--- src/rtl/piso_serializer.sv ---
// Parallel-in/serial-out stage feeding a serial shift register.
// One word per valid/ready handshake, one bit per clock, gap-free back-to-back.
module piso_serializer #(
  parameter int WIDTH     = 4,
  parameter bit MSB_FIRST = 1'b1
) (
  input  logic             clk,
  input  logic             rst,
  input  logic [WIDTH-1:0] in_data,
  input  logic             in_valid,
  output logic             in_ready,
  output logic             out,
  output logic             out_valid,
  output logic             busy
);

  localparam int CW = (WIDTH > 1) ? $clog2(WIDTH) : 1;
  localparam logic [CW-1:0] LAST = CW'(WIDTH - 1);

  typedef enum logic {
    IDLE,
    SHIFT
  } state_t;

  state_t           state;
  logic [WIDTH-1:0] shreg;
  logic [WIDTH-1:0] nxt;
  logic [CW-1:0]    cnt;
  logic             last;
  logic             fire;

  function automatic logic head(input logic [WIDTH-1:0] v);
    return MSB_FIRST ? v[WIDTH-1] : v[0];
  endfunction

  assign nxt = MSB_FIRST ? {shreg[WIDTH-2:0], 1'b0}
                         : {1'b0, shreg[WIDTH-1:1]};

  assign last     = (state == SHIFT) && (cnt == LAST);
  assign in_ready = !rst && ((state == IDLE) || last);
  assign fire     = in_valid && in_ready;

  // out mirrors the emitting end of shreg, but is its own flop
  always_ff @(posedge clk) begin
    if (rst) begin
      state     <= IDLE;
      shreg     <= '0;
      cnt       <= '0;
      out       <= 1'b0;
      out_valid <= 1'b0;
      busy      <= 1'b0;
    end else if (fire) begin
      state     <= SHIFT;
      shreg     <= in_data;
      cnt       <= '0;
      out       <= head(in_data);
      out_valid <= 1'b1;
      busy      <= 1'b1;
    end else begin
      unique case (state)
        IDLE: begin
          out       <= 1'b0;
          out_valid <= 1'b0;
          busy      <= 1'b0;
        end
        SHIFT: begin
          if (cnt == LAST) begin
            state     <= IDLE;
            shreg     <= '0;
            cnt       <= '0;
            out       <= 1'b0;
            out_valid <= 1'b0;
            busy      <= 1'b0;
          end else begin
            shreg <= nxt;
            cnt   <= cnt + 1'b1;
            out   <= head(nxt);
          end
        end
        default: begin
          state     <= IDLE;
          out       <= 1'b0;
          out_valid <= 1'b0;
          busy      <= 1'b0;
        end
      endcase
    end
  end

endmodule

--- config.mk ---
export PLATFORM = sky130hd
export DESIGN_NAME = piso_serializer
export DESIGN_NICKNAME = d
export VERILOG_FILES = /design/src/rtl/piso_serializer.sv
export SDC_FILE = /design/constraint.sdc
export NUM_CORES = 1
export LEC_CHECK = 0
export CORE_AREA = 2 2 39 41
export CTS_CLUSTER_SIZE = 40
export DETAILED_ROUTE_END_ITERATION = 10
export DIE_AREA = 0 0 41 43
export GPL_TIMING_DRIVEN = 0
export SYNTH_ARGS = -nofsm -noshare
export SYNTH_HDL_FRONTEND = slang
export SYNTH_SLANG_ARGS = --single-unit
--- constraint.sdc ---
create_clock -name clk -period 2.8 [get_ports clk]
set_clock_uncertainty 0.15 [all_clocks]
set_input_delay 0.28 -clock clk [delete_from_list [all_inputs] [get_ports clk]]
set_output_delay 0.28 -clock clk [all_outputs]
set_load 0.1 [all_outputs]
==> metrics.log, run 1 <==
[metrics] leakage power of the design: about 0.22 nW
[metrics] syn_area_per_cell: ~9.2 um^2
[metrics] path class of the lowest-slack min-delay path: primary input to register
[metrics] number of top-level pins: 11
[metrics] kind of critical path: register to output port
[metrics] total core area: roughly 0.0014 mm^2
[metrics] count of buffering cells on the critical path with inverters included: 2
[metrics] share of layout cells above drive strength 1: between 10% and 20%
[metrics] later-pin clock latency in the skew report: between 200 and 300 ps
[metrics] pin count of the biggest net entering global routing: 11
[metrics] count of instances resized after the clock tree is built: 0
[metrics] biggest area consumer among synthesized cells: sky130_fd_sc_hd__dfxtp_1
[metrics] Die Span Y: ~43 um
[metrics] worst vdd rail ir drop: ~0.00024 V
[metrics] area share of the largest cell type after synthesis: about two fifths
[metrics] top cells by area, synth: sky130_fd_sc_hd__dfxtp_1, sky130_fd_sc_hd__mux2i_1, sky130_fd_sc_hd__nor2_1, sky130_fd_sc_hd__a32oi_1, sky130_fd_sc_hd__buf_6
[metrics] critical path fanouts, max: 7
[metrics] CTS H-tree lvls: 1
[metrics] wire length reported by the detailed router: between 700 and 800 um
[metrics] Max Buffers Root-to-Sink: 2
[metrics] slew at the pin closest to its max-slew limit: between 900 and 1000 ps
[metrics] power density over cell area: ~540 mW/mm^2
[metrics] ordered list of cells on the worst path: ha_1 > nor2b_4 > buf_6 > nor2_1 > dlymetal6s2s_1
[metrics] via count of the first global-routing pass: ~270
[metrics] final slew viol count: 0
[metrics] Period Utilization, post-route: 84.2%
[metrics] crit path max-delay cell type: sky130_fd_sc_hd__dlymetal6s2s_1
[metrics] result of the run: finished clean
[metrics] effective utilization at floorplan: between 20% and 30%
[metrics] CTS sink cnt: 8
[metrics] Final Hold Viols: 0
[metrics] max cap viols: 0
[metrics] worst max-slew margin expressed relative to the limit: around a third
[metrics] row cnt: 14
[metrics] 1st-pass router iterations: 3
[metrics] share of synthesized area occupied by flip-flops and latches: between 40 and 50%
[metrics] data arrival time at the worst-slack endpoint: slightly below 2000 ps
[metrics] commonest non-fill, non-tap cell in the layout: sky130_fd_sc_hd__nor2_1
[metrics] area of all placed cells without fillers: 523 um^2
[metrics] endpoint kind of the worst setup timing path: output port
[metrics] DRC violation total after the first TritonRoute iteration: 3
[metrics] Die X: about 40 um
[metrics] Worst EP required: 2370 ps
[metrics] Netlist Area Pre-Place: 388 um^2
[metrics] library cell used as clock root buffer: sky130_fd_sc_hd__clkbuf_4
[metrics] maximum cell stage delay along the critical path: approximately 740 ps
[metrics] Layout Nets: between 60 and 70
[metrics] wire length of the first global-routing pass: 1190 um
[metrics] RSZ-0062 raised after global routing: false
[metrics] antenna violations before repair: 0
[metrics] CTS tree: yes
[metrics] Via Count: roughly 320
[metrics] post-route setup TNS: 0 ps
[metrics] total half-perimeter wirelength after legalization and detailed placement: between 500 and 600 um
[metrics] Final min period: ~2400 ps
[metrics] clock-pin slew on the worst setup and hold paths: approximately 50 ps
[metrics] post-synthesis to final-layout area growth: 34.8%
[metrics] syn nets: 50
[metrics] floorplan die area: 0.00176 mm^2
[metrics] average wire per cell in the routed design: ~11 um
[metrics] via count normalized by instance count: ~4.5
[metrics] top library cells by usage in the layout, fill and taps aside: sky130_fd_sc_hd__nor2_1, sky130_fd_sc_hd__dfxtp_1, sky130_fd_sc_hd__clkdlybuf4s50_1
[metrics] number of buffers added by the clock tree synthesis step: 3
[metrics] Yosys warning total: 0
[metrics] Post-DRT Antenna Nets: 0
[metrics] Post-Synthesis Cells: 42
[metrics] total power draw: roughly 0.00028 W
[metrics] number of distinct standard cells referenced by the synthesized netlist: 16
[metrics] number of buffers inserted by post-CTS setup repair: 0
[metrics] Port-buffer cells: 9
[metrics] flops & latches, synth: 8
[metrics] drc violations: 0
[metrics] kind of start point of the critical path: register
[metrics] upper clock frequency limit: about 420 MHz
[metrics] setup violators final: 0
[metrics] total congestion overflow: 0
[metrics] combined global-route utilization of all metal layers: about a tenth
[metrics] diode insertion count for antenna repair: 0
[metrics] cts-stage hold buffer count: 0
[metrics] instance area after placement: 498 um^2
[metrics] RePlAce Congestion: between 0.6 and 0.7
[metrics] kind of cell adding the most delay to the critical path: buffers and inverters
-- Yosys cell counts --
| cell type | count |
|---|---|
| sky130_fd_sc_hd__o21a_1 | 1 |
| sky130_fd_sc_hd__nand2_1 | 2 |
| sky130_fd_sc_hd__nor2b_4 | 1 |
| sky130_fd_sc_hd__nor2_1 | 9 |
| sky130_fd_sc_hd__buf_4 | 1 |
| sky130_fd_sc_hd__buf_6 | 2 |
| sky130_fd_sc_hd__ha_1 | 1 |
| sky130_fd_sc_hd__a21oi_1 | 4 |
| sky130_fd_sc_hd__nor3b_1 | 1 |
| sky130_fd_sc_hd__buf_1 | 1 |
| sky130_fd_sc_hd__mux2i_1 | 4 |
| sky130_fd_sc_hd__a32oi_1 | 3 |
| sky130_fd_sc_hd__dfxtp_1 | 8 |
| sky130_fd_sc_hd__nand3_1 | 1 |
| sky130_fd_sc_hd__nand3b_1 | 1 |
| sky130_fd_sc_hd__or2_1 | 2 |
-- flip-flops by register name, indices dropped and copies added, names as in the netlist --
name / count
busy: 1
state: 1
shreg: 3
cnt: 2
out: 1
-- where the power goes --
part | internal, W | switching, W | total, W | leakage [nW]
Sequential | 0.000121 | 0.00000507 | 0.000126 | 0.0658
Clock | 0.0000489 | 0.0000365 | 0.0000854 | 0.0138
Combinational | 0.0000273 | 0.0000428 | 0.0000701 | 0.137
Total | 0.000197 | 0.0000844 | 0.000281 | 0.216
-- routing by layer --
layer	share of wire [%]	global-route usage, %	wire [um]
met3	4.5	3.14	33
met4	1.6	8.00	12
met2	44	12.8	326
met5	0	0	0
met1	50	14.1	367
-- through the flow --
stage               worst slack (ps)  cells  hold WS, ps  utilization, %
floorplan                        337     42          281               -
global placement                 311     67          295            36.0
detailed placement               294     67          306            36.0
CTS                             28.1     70          244            37.6
global route                     350     70          259            37.8
finish                           442     70          245            37.8
-- path summary, 6_finish.rpt --
path                               start        to  slack (ps)  depth (start not counted)
worst max-delay path              cnt[0]  in_ready         440                          5
worst min-delay path                 rst     state         240                          2
worst max register to register    cnt[0]       out        1420                          5
worst min register to register  shreg[2]       out         310                          2
-- area by class of cell --
type | instances | area (um^2)
clock buffers | 3 | 22.5
flip-flops and latches | 8 | 160
plain buffers | 4 | 33.8
fillers | 146 | 861
repair buffers | 9 | 92.6
well taps | 16 | 20.0
multi-input cells | 30 | 194
-- cells by family (layout without fill, tap and decap cells) --
logic type | after synthesis | count (layout) | share of synthesized area (%)
simple gates | 17 | 17 | 22.6
compound gates | 8 | 8 | 13.9
flops | 8 | 8 | 41.3
mux | 4 | 4 | 10.3
buf+inv | 4 | 16 | 8.71
fa+ha+maj | 1 | 1 | 3.23
No activity file was read; power rests on OpenSTA's default activity.
==> inputs of run 2 (changes only) <==
Clock period 2.8 ns to 2.1 ns, I/O delays scaled along.
==> metrics.log, run 2 (synthesized netlist as in run 1, its figures left out) <==
[metrics] result of the run: finished clean
[metrics] Final WS setup: approximately 61 ps
[metrics] top library cells by usage in the layout, fill and taps aside: sky130_fd_sc_hd__nor2_1, sky130_fd_sc_hd__dfxtp_1, sky130_fd_sc_hd__clkdlybuf4s50_1
[metrics] power density over cell area: ~730 mW/mm^2
[metrics] Port-buffer cells: 9
[metrics] pin count of the biggest net entering global routing: 11
[metrics] Die Span Y: between 40 and 50 um
[metrics] number of top-level pins: 11
[metrics] kind of start point of the critical path: register
[metrics] via count normalized by instance count: 4.83
[metrics] maximum cell stage delay along the critical path: around 1100 ps
[metrics] total congestion overflow: 0
[metrics] footprint of the multi-input gates: 196 um^2
[metrics] post-synthesis to final-layout area growth: 32.9%
[metrics] setup violators final: 0
[metrics] antenna violations before repair: 0
[metrics] crit path max-delay cell type: sky130_fd_sc_hd__clkdlybuf4s50_1
[metrics] critical path fanouts, max: 1
[metrics] ordered list of cells on the worst path: clkdlybuf4s50_1
[metrics] diode insertion count for antenna repair: 0
[metrics] RSZ-0062 raised after global routing: false
[metrics] post-route setup TNS: 0 ps
[metrics] row cnt: 14
[metrics] final slew viol count: 0
[metrics] Worst EP required: about 1700 ps
[metrics] utilization of the core after routing: a little under two fifths
[metrics] worst vdd rail ir drop: roughly 0.00039 V
[metrics] RePlAce Congestion: between 0.6 and 0.7
[metrics] Fin Hold WS: roughly 160 ps
[metrics] count of buffering cells on the critical path with inverters included: 1
[metrics] drc violations: 0
[metrics] total core area: ~0.0014 mm^2
[metrics] 1st-pass router iterations: 4
[metrics] kind of cell adding the most delay to the critical path: buffers and inverters
[metrics] wire length reported by the detailed router: approximately 760 um
[metrics] endpoint kind of the worst setup timing path: output port
[metrics] number of flip-flops under the largest register name: 3
[metrics] clock-pin slew on the worst setup and hold paths: roughly 50 ps
[metrics] number of buffers added by the clock tree synthesis step: 3
[metrics] effective utilization at floorplan: between 20% and 30%
[metrics] data arrival time at the worst-slack endpoint: between 1500 and 2000 ps
[metrics] Max Buffers Root-to-Sink: 2
[metrics] Die X: between 40 and 50 um
[metrics] Period Utilization, post-route: slightly below 100%
[metrics] DRC violation total after the first TritonRoute iteration: 3
[metrics] number of filler cells placed in the layout: approximately 150
[metrics] floorplan die area: about 0.0018 mm^2
[metrics] library cell used as clock root buffer: sky130_fd_sc_hd__clkbuf_4
[metrics] total power draw: ~0.00038 W
[metrics] Via Count: between 300 and 400
[metrics] worst-case setup slack after placement: -337 ps
[metrics] wire length of the first global-routing pass: between 1000 and 1500 um
[metrics] average wire per cell in the routed design: between 10 and 15 um
[metrics] CTS tree: yes
[metrics] share of layout cells above drive strength 1: between 15 and 20%
[metrics] slew at the pin closest to its max-slew limit: roughly 960 ps
[metrics] later-pin clock latency in the skew report: ~250 ps
[metrics] largest register by flop count: shreg
[metrics] worst max-slew margin expressed relative to the limit: 35.8%
[metrics] kind of critical path: register to output port
[metrics] CTS sink cnt: 8
[metrics] path class of the lowest-slack min-delay path: primary input to register
[metrics] max cap viols: 0
[metrics] via count of the first global-routing pass: ~290
[metrics] Final Hold Viols: 0
[metrics] Layout Nets: 64
[metrics] leakage power of the design: roughly 0.21 nW
[metrics] Final min period: between 2000 and 2500 ps
[metrics] CTS H-tree lvls: 1
[metrics] Post-DRT Antenna Nets: 0
[metrics] area taken by flip-flops and latches: between 150 and 200 um^2
[metrics] Largest regs: shreg (3), cnt (2)
[metrics] combined global-route utilization of all metal layers: 11.0%
[metrics] upper clock frequency limit: 491 MHz
[run 2: worst paths after layout]
kind / start / cells past startpoint / slack, ps / to
worst max-delay path: out / 1 / 60 / out
worst min-delay path: rst / 2 / 160 / cnt[0]
worst max register to register: cnt[0] / 5 / 720 / shreg[1]
worst min register to register: shreg[2] / 2 / 310 / out
[run 2: per-layer routing]
layer  vias to the layer above  track usage (%)  routed length [um]
met5                         -                0                   0
met4                         0             6.00                  11
met3                         3             6.28                  55
met2                        12             14.1                 315
met1                       155             14.1                 382
li1                        168                -                   -
[run 2: timing repair]
item                                    CTS  global route
hold endpoints to repair                  0             0
gates resized for setup                   7             0
setup buffers                             0             0
endpoints found under the setup margin    3             0
hold buffers                              0             0
[run 2: area by class of cell]
type                    instances  share of cell area [%]
multi-input cells              30                    38.1
flip-flops and latches          8                    31.1
repair buffers                  9                    16.0
plain buffers                   4                    6.55
clock buffers                   3                    4.37
well taps                      16                    3.88
[run 2: where the power goes]
part           switching [W]  internal, W   total, W
registers         0.00000662     0.000161   0.000168
logic              0.0000577    0.0000336  0.0000914
clock network      0.0000520    0.0000654   0.000117
[run 2: per-stage QoR]
| step | std cells | area, um^2 |
|---|---|---|
| finish | 70 | 515 |
| global route | 70 | 515 |
| global placement | 67 | 500 |
| CTS | 70 | 515 |
| detailed placement | 67 | 500 |
| floorplan | 42 | 390 |
==> inputs of run 3 (changes only) <==
Settings changed: CAP_MARGIN set to 0, CTS_CLUSTER_DIAMETER set to 40.
==> results of run 3 <==
No change in the layout: final DEF, timing and power equal those of run 2.
